$ cat src/rtl/exp3_gravador_sequencia.sv
// ----------------------------------------------------------------------------
// exp3_gravador_sequencia
// Records a player-entered sequence of one-hot switch moves into the game's
// sequence memory. Each confirmed move is written to the next address, starting
// at 0, until the memory is full or the player ends the recording. The recorded
// length is also reported so that the playback side can use it as its limit.
//
// Ports
//   clock           : single clock, rising edge
//   reset           : asynchronous, active-low reset
//   iniciar         : level, starts a recording from the idle state
//   chaves          : player switches, sampled on an accepted confirm
//   confirmar       : confirm button (level), only its rising edge counts
//   terminar        : level, ends the recording while waiting for a move
//   mem_we          : sequence memory write enable (high only in grava)
//   mem_addr        : write address (position counter)
//   mem_data        : registered switch value being written
//   gravando        : high in every state except inicial and fim
//   jogada_invalida : one-cycle Mealy pulse on a rejected confirm
//   pronto          : high for the single cycle spent in fim
//   tamanho         : positions written in the last/current recording
//   db_estado       : debug state code
// ----------------------------------------------------------------------------
module exp3_gravador_sequencia #(
    parameter int unsigned ADDR_W = 4,
    parameter int unsigned DATA_W = 4,
    parameter int unsigned DEPTH  = 16
) (
    input  logic              clock,
    input  logic              reset,
    input  logic              iniciar,
    input  logic [DATA_W-1:0] chaves,
    input  logic              confirmar,
    input  logic              terminar,
    output logic              mem_we,
    output logic [ADDR_W-1:0] mem_addr,
    output logic [DATA_W-1:0] mem_data,
    output logic              gravando,
    output logic              jogada_invalida,
    output logic              pronto,
    output logic [ADDR_W:0]   tamanho,
    output logic [3:0]        db_estado
);

    localparam int unsigned TAM_W = ADDR_W + 1;
    localparam logic [ADDR_W-1:0] LAST_ADDR = ADDR_W'(DEPTH - 1);

    typedef enum logic [3:0] {
        INICIAL    = 4'h0,
        PREPARACAO = 4'h1,
        ESPERA     = 4'h2,
        GRAVA      = 4'h4,
        PROXIMO    = 4'h6,
        FIM        = 4'hF
    } estado_t;

    estado_t           estado_q, estado_d;
    logic [ADDR_W-1:0] cont_q, cont_d;
    logic [TAM_W-1:0]  tam_q, tam_d;
    logic [DATA_W-1:0] dado_q, dado_d;
    logic              confirmar_d_q;
    logic              mem_we_q, mem_we_d;
    logic              pronto_q, pronto_d;
    logic              gravando_q, gravando_d;
    logic              borda;
    logic              chaves_onehot;
    logic              invalida;

    // Rising edge of the confirm button; a held button produces one edge only.
    assign borda = confirmar & ~confirmar_d_q;

    // Exactly one bit set: non-zero and clearing the lowest set bit leaves zero.
    assign chaves_onehot = (chaves != '0) &&
                           ((chaves & (chaves - DATA_W'(1))) == '0);

    // Next-state, datapath and output look-ahead logic.
    always_comb begin
        estado_d   = estado_q;
        cont_d     = cont_q;
        tam_d      = tam_q;
        dado_d     = dado_q;
        invalida   = 1'b0;

        case (estado_q)
            INICIAL: begin
                if (iniciar) begin
                    estado_d = PREPARACAO;
                end
            end
            PREPARACAO: begin
                cont_d   = '0;
                tam_d    = '0;
                estado_d = ESPERA;
            end
            ESPERA: begin
                // terminar has priority over a simultaneous confirm
                if (terminar) begin
                    estado_d = FIM;
                end else if (borda) begin
                    if (chaves_onehot) begin
                        dado_d   = chaves;
                        estado_d = GRAVA;
                    end else begin
                        invalida = 1'b1;
                    end
                end
            end
            GRAVA: begin
                // Memory captures on this same edge, so the length follows it
                tam_d    = tam_q + TAM_W'(1);
                estado_d = PROXIMO;
            end
            PROXIMO: begin
                // Counter saturates at the last address; it never wraps
                if (cont_q == LAST_ADDR) begin
                    estado_d = FIM;
                end else begin
                    cont_d   = cont_q + ADDR_W'(1);
                    estado_d = ESPERA;
                end
            end
            FIM: begin
                estado_d = INICIAL;
            end
            default: begin
                estado_d = INICIAL;
            end
        endcase

        // Moore outputs are registered from the next state so they line up
        // with the state they belong to.
        mem_we_d   = (estado_d == GRAVA);
        pronto_d   = (estado_d == FIM);
        gravando_d = (estado_d != INICIAL) && (estado_d != FIM);
    end

    // All state, datapath and registered outputs.
    always_ff @(posedge clock or negedge reset) begin
        if (!reset) begin
            estado_q      <= INICIAL;
            cont_q        <= '0;
            tam_q         <= '0;
            dado_q        <= '0;
            confirmar_d_q <= 1'b0;
            mem_we_q      <= 1'b0;
            pronto_q      <= 1'b0;
            gravando_q    <= 1'b0;
        end else begin
            estado_q      <= estado_d;
            cont_q        <= cont_d;
            tam_q         <= tam_d;
            dado_q        <= dado_d;
            confirmar_d_q <= confirmar;
            mem_we_q      <= mem_we_d;
            pronto_q      <= pronto_d;
            gravando_q    <= gravando_d;
        end
    end

    // Debug code decoded from the state register so that an illegal
    // encoding is visible as E before it recovers.
    always_comb begin
        db_estado = 4'hE;
        case (estado_q)
            INICIAL:    db_estado = 4'h0;
            PREPARACAO: db_estado = 4'h1;
            ESPERA:     db_estado = 4'h2;
            GRAVA:      db_estado = 4'h4;
            PROXIMO:    db_estado = 4'h6;
            FIM:        db_estado = 4'hF;
            default:    db_estado = 4'hE;
        endcase
    end

    assign mem_we          = mem_we_q;
    assign mem_addr        = cont_q;
    assign mem_data        = dado_q;
    assign gravando        = gravando_q;
    assign pronto          = pronto_q;
    assign tamanho         = tam_q;
    assign jogada_invalida = invalida;

endmodule
$ cat config.mk
export PLATFORM = sky130hd
export DESIGN_NAME = exp3_gravador_sequencia
export DESIGN_NICKNAME = d
export VERILOG_FILES = /design/src/rtl/exp3_gravador_sequencia.sv
export SDC_FILE = /design/constraint.sdc
export NUM_CORES = 1
export LEC_CHECK = 0
export BUFFER_PORTS_ARGS = -buffer_cell sky130_fd_sc_hd__buf_2
export CAP_MARGIN = 10
export CORE_MARGIN = 2
export CORE_UTILIZATION = 54
export CTS_CLUSTER_SIZE = 24
export DETAILED_ROUTE_END_ITERATION = 6
export GPL_TIMING_DRIVEN = 0
export PLACE_DENSITY = 0.82
export SLEW_MARGIN = 20
export SYNTH_ARGS = -nofsm -noshare
export SYNTH_HDL_FRONTEND = slang
export SYNTH_SLANG_ARGS = --single-unit
$ cat constraint.sdc
create_clock -name clock -period 2.66 [get_ports clock]
set_input_delay 0.532 -clock clock [delete_from_list [all_inputs] [get_ports clock]]
set_output_delay 0.532 -clock clock [all_outputs]
set_load 0.01 [all_outputs]
==> results.sh, run 1 <==
export IMPL_crit_path_end="db_estado[0]"
export IMPL_worstSetupPathType="register to output port"
export IMPL_ys_types=38
export IMPL_die_y_microns=49.0
export IMPL_viasPerCell=5.44
export IMPL_portBuffers=29
export IMPL_syn_to_final_growth_pct=18.9
export IMPL_cp_startpoint="estado_q[1]"
export IMPL_synth_most_common_cell="dfrtp_1"
export IMPL_p_total_mw=1.45
export IMPL_cts_root_buf="clkbuf_4"
export IMPL_synth_area_top_cells="dfrtp_1, mux2_4, or4b_1"
export IMPL_synthMuxAreaShare_pct=8.46
export IMPL_num_vias=887
export IMPL_clk_pin_slew_ns=0.12
export IMPL_rr_worst_depth=7
export IMPL_yosysTopAreaCell="dfrtp_1"
export IMPL_synthAdderAreaFrac_pct=2.29
export IMPL_crit_fanout=10
export IMPL_wl_microns=2140
export IMPL_p_comb_share_pct=52.1
export IMPL_numClockSinks=21
export IMPL_cpPeakStageDelay_ns=0.45
export IMPL_required_ns=2.13
export IMPL_p_leak_nw=0.623
export IMPL_reg2reg_to="mem_data[0]"
export IMPL_synth_warnings=0
export IMPL_insertion_delay_ns=0.31
export IMPL_drt_iter0_drc=22
export IMPL_first_pass_iters=4
export IMPL_place_congestion=0.821
export IMPL_start_kind="register"
export IMPL_synth_top_area_share_pct=48.0
export IMPL_power_frac_seq_pct=37.3
export IMPL_intPower_mw=0.855
export IMPL_drc=0
export IMPL_switching_share_pct=41.0
export IMPL_synth_cells=103
export IMPL_synth_commonest_cells="dfrtp_1, nor2_1, nand2_1"
export IMPL_initial_core_util_pct=56.4
export IMPL_hold_viol_final=0
export IMPL_postCtsHoldBufs=0
export IMPL_grt_pass1_vias=873
export IMPL_antenna_found_initial=0
export IMPL_ys_ff_latch=21
export IMPL_cts_buffers=3
export IMPL_die_w_microns=49.0
export IMPL_finalCriticalPeriod_ns=2.18
export IMPL_drtAntennaViolNets=0
export IMPL_die_area_sq_mm=0.00240
export IMPL_final_cell_area_sq_mm=0.00130
export IMPL_final_setup_tns_ns=0
export IMPL_avgSynthCellArea_sq_um=10.6
export IMPL_cts_resized_gates=0
export IMPL_clockBufferDepth=2
export IMPL_hold_class="input pin to async pin"
export IMPL_synthArstFlopShare_pct=100
export IMPL_grt_max_degree=22
export IMPL_outcome="finished clean"
export IMPL_h_tree_depth=1
export IMPL_grt_overflow_total=0
export IMPL_post_cts_buffers=0
export IMPL_finalSetupViolCount=0
export IMPL_power_switching_mw=0.594
export IMPL_finalCritPeriodShare_pct=81.9
export IMPL_synth_area_sq_mm=0.00109
export IMPL_cts_tree="done"
export IMPL_ys_seq_area_share_pct=48.0
export IMPL_synth_ff_type="dfrtp_1"
export IMPL_synth_edff_count=0
export IMPL_clock_fmax_ghz=0.459
export IMPL_p_per_area_mw_per_mm2=1110
export IMPL_clock_skew_ns=0.00961
export IMPL_core_area_sq_mm=0.00194
export IMPL_synth_compound_area_share_pct=12.7
export IMPL_drv_slew=0
export IMPL_track_usage_pct=20.7
export IMPL_io_pins=30
export IMPL_vdd_drop_max_v=0.000814
export IMPL_synth_simple_area_share_pct=23.8
export IMPL_nFillCells=171
export IMPL_hold_ws_ns=0.157
export IMPL_grt_setup_unrepaired="no"
export IMPL_grt_pass1_wl_microns=3800
export IMPL_fp_row_count=16
export IMPL_synth_top_family_by_area="simple AND/OR/NAND/NOR gates"
export IMPL_hpwl_microns=1640
export IMPL_cp_cell_sequence="clkbuf_1 -> or3_1 -> a21boi_1 -> buf_2"
export IMPL_antenna_cells=0
export IMPL_slew_limit_headroom_pct=57.7
export IMPL_maxCapViolations=0
export IMPL_synth_net_count=114
export IMPL_place_inst=159
export IMPL_wl_per_cell_microns=13.1
export IMPL_nNetsFinal=148
export IMPL_worst_path_max_delay_cell="dfrtp_1"
export IMPL_drive_gt1_share_pct=33.8
export IMPL_rrSetupSlack_ns=0.70
export IMPL_arrival_ns=1.65
export IMPL_dpl_instance_area_sq_mm=0.00127
export IMPL_final_cells=163
export IMPL_rr_startpoint="estado_q[0]"
export IMPL_worst_pin_slew_ns=0.625
export IMPL_synth_xor_area_share_pct=1.60
export IMPL_setup_worst_path_end_class="output port"
export IMPL_power_share_clock_pct=10.7
==> logic make-up (layout without fill, tap and decap cells) <==
| kind of cell | after synthesis | in the layout |
|---|---|---|
| AOI/OAI and AO/OA | 20 | 20 |
| and+or+nand+nor | 44 | 44 |
| xor gates and xnor gates | 2 | 2 |
| DFF | 21 | 21 |
| muxes | 7 | 7 |
| adders and majority gates | 2 | 2 |
| buffers and inverters | 7 | 40 |
==> critical path, delay by kind of cell (launching register included) <==
kind | cells | cell delay (ns)
and+or+nand+nor | 1 | 0.40
DFF | 1 | 0.45
buffers and inverters | 2 | 0.36
AOI/OAI and AO/OA | 1 | 0.13
==> power groups by stage <==
stage	clock (mW)	combinational (mW)	sequential (mW)
floorplan	0	0.494	0.576
global placement	0	0.733	0.538
detailed placement	0	0.760	0.546
CTS	0.157	0.763	0.541
global route	0.171	0.838	0.559
finish	0.155	0.754	0.540
==> worst min-delay path by stage <==
stage                    start  slack, ns            end
floorplan                reset       0.24  confirmar_d_q
global placement    tamanho[4]       0.45     tamanho[4]
detailed placement  tamanho[4]       0.46     tamanho[4]
CTS                      reset       0.18     tamanho[4]
global route             reset       0.19    mem_addr[3]
finish                   reset       0.16    mem_addr[3]
==> routing by layer <==
layer / track usage (%) / routed length (microns) / up-vias
li1: - / - / 444
met4: 8.10 / 37 / 0
met5: 0 / 0 / -
met1: 25.1 / 963 / 419
met2: 36.5 / 1070 / 20
met3: 3.68 / 66 / 4
==> placed cells by master (no fill, tap or decap), drive strengths merged, types with 2 or more instances in the layout <==
master and n:
a21oi 5, buf 31, clkbuf 6, dfrtp 21, ha 2, inv 2
mux2 6, nand2 7, nand2b 2, nand3 6, nand4 3, nor2 9
nor2b 4, nor3 2, nor3b 2, o21ai 8, or4b 4
==> flip-flops by register name (all words and copies together), names as in the netlist <==
signal / flops
pronto: 1
mem_we: 1
mem_addr: 4
tamanho: 5
confirmar_d_q: 1
mem_data: 4
estado_q: 4
gravando: 1
==> layout make-up <==
cell class | count | area, sq um | share of cell area (%)
buffer | 5 | 27.5 | 2.12
clock buffer | 3 | 22.5 | 1.73
clock inverter | 1 | 5.00 | 0.385
inverter | 2 | 7.51 | 0.577
multi-input combinational | 75 | 534 | 41.1
sequential | 21 | 526 | 40.4
tap | 27 | 33.8 | 2.60
timing repair buffer | 29 | 145 | 11.2
==> metrics by stage <==
step | worst slack [ns] | utilization, %
2_1_floorplan | 0.554 | -
3_3_place_gp | 0.374 | 65.6
3_5_place_dp | 0.345 | 65.6
4_1_cts | 0.479 | 67.0
5_1_grt | 0.356 | 67.0
6_report | 0.481 | 67.0
Note: power is estimated with default switching activity, not from simulation.
==> run 2: changes to the inputs <==
- CORE_UTILIZATION: 54 -> 46
- PLACE_DENSITY: 0.82 -> 0.74
- clock period: 2.66 -> 1.8 ns (I/O delays scaled with it)
==> run 2 against run 1 <==
Effect of this change: the run now ends with setup timing left; worst hold slack gained 0.021 ns; setup slack worse by 0.56 ns; critical path depth unchanged; sequential share of layout area is 6.2 points lower; register-to-register slack worse by 0.76 ns; first-iteration DRC count is 14% lower; clock power increased by 46%; clock skew down 0.0028 ns; combinational power grew 110%; wire length rose by 25%; die area rose by 16%.
==> results.sh, run 2 (synthesis gave the netlist of run 1 again) <==
export IMPL_outcome="complete, but fails checks"
export IMPL_violations="setup timing"
export IMPL_track_usage_pct=21.5
export IMPL_finalSetupViolCount=5
export IMPL_largest_reg_flops=5
export IMPL_place_congestion=0.894
export IMPL_grt_pass1_wl_microns=4280
export IMPL_vdd_drop_max_v=0.00105
export IMPL_cp_cell_sequence="buf_6 -> or3_1 -> a21boi_1 -> buf_2"
export IMPL_power_switching_mw=1.04
export IMPL_p_total_mw=2.59
export IMPL_layout_common_cells="buf_2, dfrtp_1, buf_4"
export IMPL_grt_max_degree=22
export IMPL_rr_worst_depth=7
export IMPL_p_comb_share_pct=59.9
export IMPL_drv_slew=0
export IMPL_grt_setup_unrepaired="yes"
export IMPL_hold_viol_final=0
export IMPL_core_area_sq_mm=0.00223
export IMPL_insertion_delay_ns=0.31
export IMPL_portBuffers=29
export IMPL_hold_class="input pin to register"
export IMPL_drt_iter0_drc=19
export IMPL_grt_overflow_total=0
export IMPL_die_area_sq_mm=0.00279
export IMPL_final_common_cell="buf_2"
export IMPL_cts_tree="done"
export IMPL_critPathTopFamily="flip-flops"
export IMPL_hpwl_microns=1660
export IMPL_slew_limit_headroom_pct=69.0
export IMPL_nFillCells=174
export IMPL_rrSetupSlack_ns=-0.06
export IMPL_num_vias=1010
export IMPL_die_y_microns=52.8
export IMPL_maxCapViolations=0
export IMPL_intPower_mw=1.55
export IMPL_nNetsFinal=164
export IMPL_setup_worst_path_end_class="output port"
export IMPL_cpPeakStageDelay_ns=0.46
export IMPL_setup_ws_ns=-0.0836
export IMPL_hold_start="confirmar"
export IMPL_cp_startpoint="estado_q[3]"
export IMPL_crit_fanout=5
export IMPL_power_frac_seq_pct=31.4
export IMPL_antenna_found_initial=0
export IMPL_reg2reg_to="mem_data[0]"
export IMPL_clk_pin_slew_ns=0.11
export IMPL_switching_share_pct=40.1
export IMPL_drc=0
export IMPL_arrival_ns=1.52
export IMPL_first_pass_iters=4
export IMPL_cts_root_buf="clkbuf_4"
export IMPL_syn_to_final_growth_pct=41.0
export IMPL_grt_pass1_vias=938
export IMPL_drive_gt1_share_pct=52.0
export IMPL_rr_startpoint="estado_q[3]"
export IMPL_power_share_clock_pct=8.7
export IMPL_start_kind="register"
export IMPL_clockBufferDepth=2
export IMPL_clock_skew_ns=0.00686
export IMPL_crit_buf_inv=2
export IMPL_worst_path_max_delay_cell="dfrtp_2"
export IMPL_holdPathEnd="confirmar_d_q"
export IMPL_viasPerCell=5.61
export IMPL_worstSetupPathType="register to output port"
export IMPL_numClockSinks=21
export IMPL_finalCriticalPeriod_ns=1.88
export IMPL_clock_fmax_ghz=0.531
export IMPL_wl_microns=2680
export IMPL_io_pins=30
export IMPL_die_w_microns=52.8
export IMPL_fp_row_count=17
export IMPL_p_leak_nw=0.736
export IMPL_initial_core_util_pct=49.0
export IMPL_hold_path_depth=1
export IMPL_cts_buffers=3
export IMPL_worst_pin_slew_ns=0.464
export IMPL_drtAntennaViolNets=0
export IMPL_dp_slack_ns=-0.320
export IMPL_wl_per_cell_microns=14.9
export IMPL_finalCritPeriodShare_pct=105
export IMPL_p_per_area_mw_per_mm2=1680
export IMPL_required_ns=1.44
export IMPL_h_tree_depth=1
export IMPL_antenna_cells=0
==> run 2: changes by cell type in the layout (fill, tap and decap cells not counted), moves of 2 or more <==
cell | previous run | this run
clkbuf_1 | 3 | 1
buf_6 | 1 | 3
dfrtp_2 | 0 | 2
or4b_1 | 4 | 2
nor2b_1 | 3 | 1
buf_4 | 0 | 15
or4b_4 | 0 | 2
dfrtp_1 | 21 | 19
==> run 2: area by class of cell <==
class	instances	area, sq um	share of cell area, %
buffer	5	55.1	3.57
clock buffer	4	26.3	1.70
inverter	2	7.51	0.486
multi-input combinational	75	624	40.4
sequential	21	528	34.2
tap	28	35.0	2.27
timing repair buffer	45	268	17.3
==> run 2: through the flow <==
stage / instances / area (sq um) / TNS [ns] / hold slack, ns / util [%]
floorplan: 103 / 1120 / -0.397 / 0.0644 / -
global placement: 160 / 1300 / -1.21 / 0.334 / 58.1
detailed placement: 160 / 1300 / -1.27 / 0.343 / 58.1
CTS: 176 / 1460 / -0.240 / 0.170 / 65.2
global route: 180 / 1540 / -0.792 / 0.159 / 69.1
finish: 180 / 1540 / -0.289 / 0.178 / 69.1
==> run 2: power by group through the flow <==
stage	sequential [mW]	clock, mW	combinational [mW]
2_1_floorplan	0.851	0	0.752
3_3_place_gp	0.795	0	1.11
3_5_place_dp	0.811	0	1.13
4_1_cts	0.782	0.234	1.39
5_1_grt	0.836	0.256	1.68
6_report	0.814	0.226	1.55
==> run 2: worst max path at each step <==
stage,endpoint,slack (ns),depth (start not counted)
finish,db_estado[0],-0.08,4
floorplan,mem_data[0],-0.1,6
detailed placement,mem_data[3],-0.32,7
global route,db_estado[0],-0.14,4
CTS,db_estado[0],-0.06,4
global placement,mem_data[1],-0.31,7
==> run 2: worst reg2reg max path, delay by kind of cell (launching register included) <==
kind | cells | cell delay (ns)
AOI/OAI and AO/OA | 2 | 0.20
DFF | 1 | 0.46
buffers and inverters | 2 | 0.28
muxes | 1 | 0.29
and+or+nand+nor | 2 | 0.51
==> run 2: timing repair <==
item	in CTS	in global routing
pin swaps	2	4
hold endpoints to repair	1	0
resized for setup	11	17
setup endpoints to repair	8	10
hold buffers	1	0
buffers inserted	11	4
gates cloned	0	0
==> run 2: layer usage <==
metal	wire [microns]	global-route usage, %
met4	29	11.1
met1	1150	26.5
met2	1360	36.0
met3	138	3.43
met5	0	0
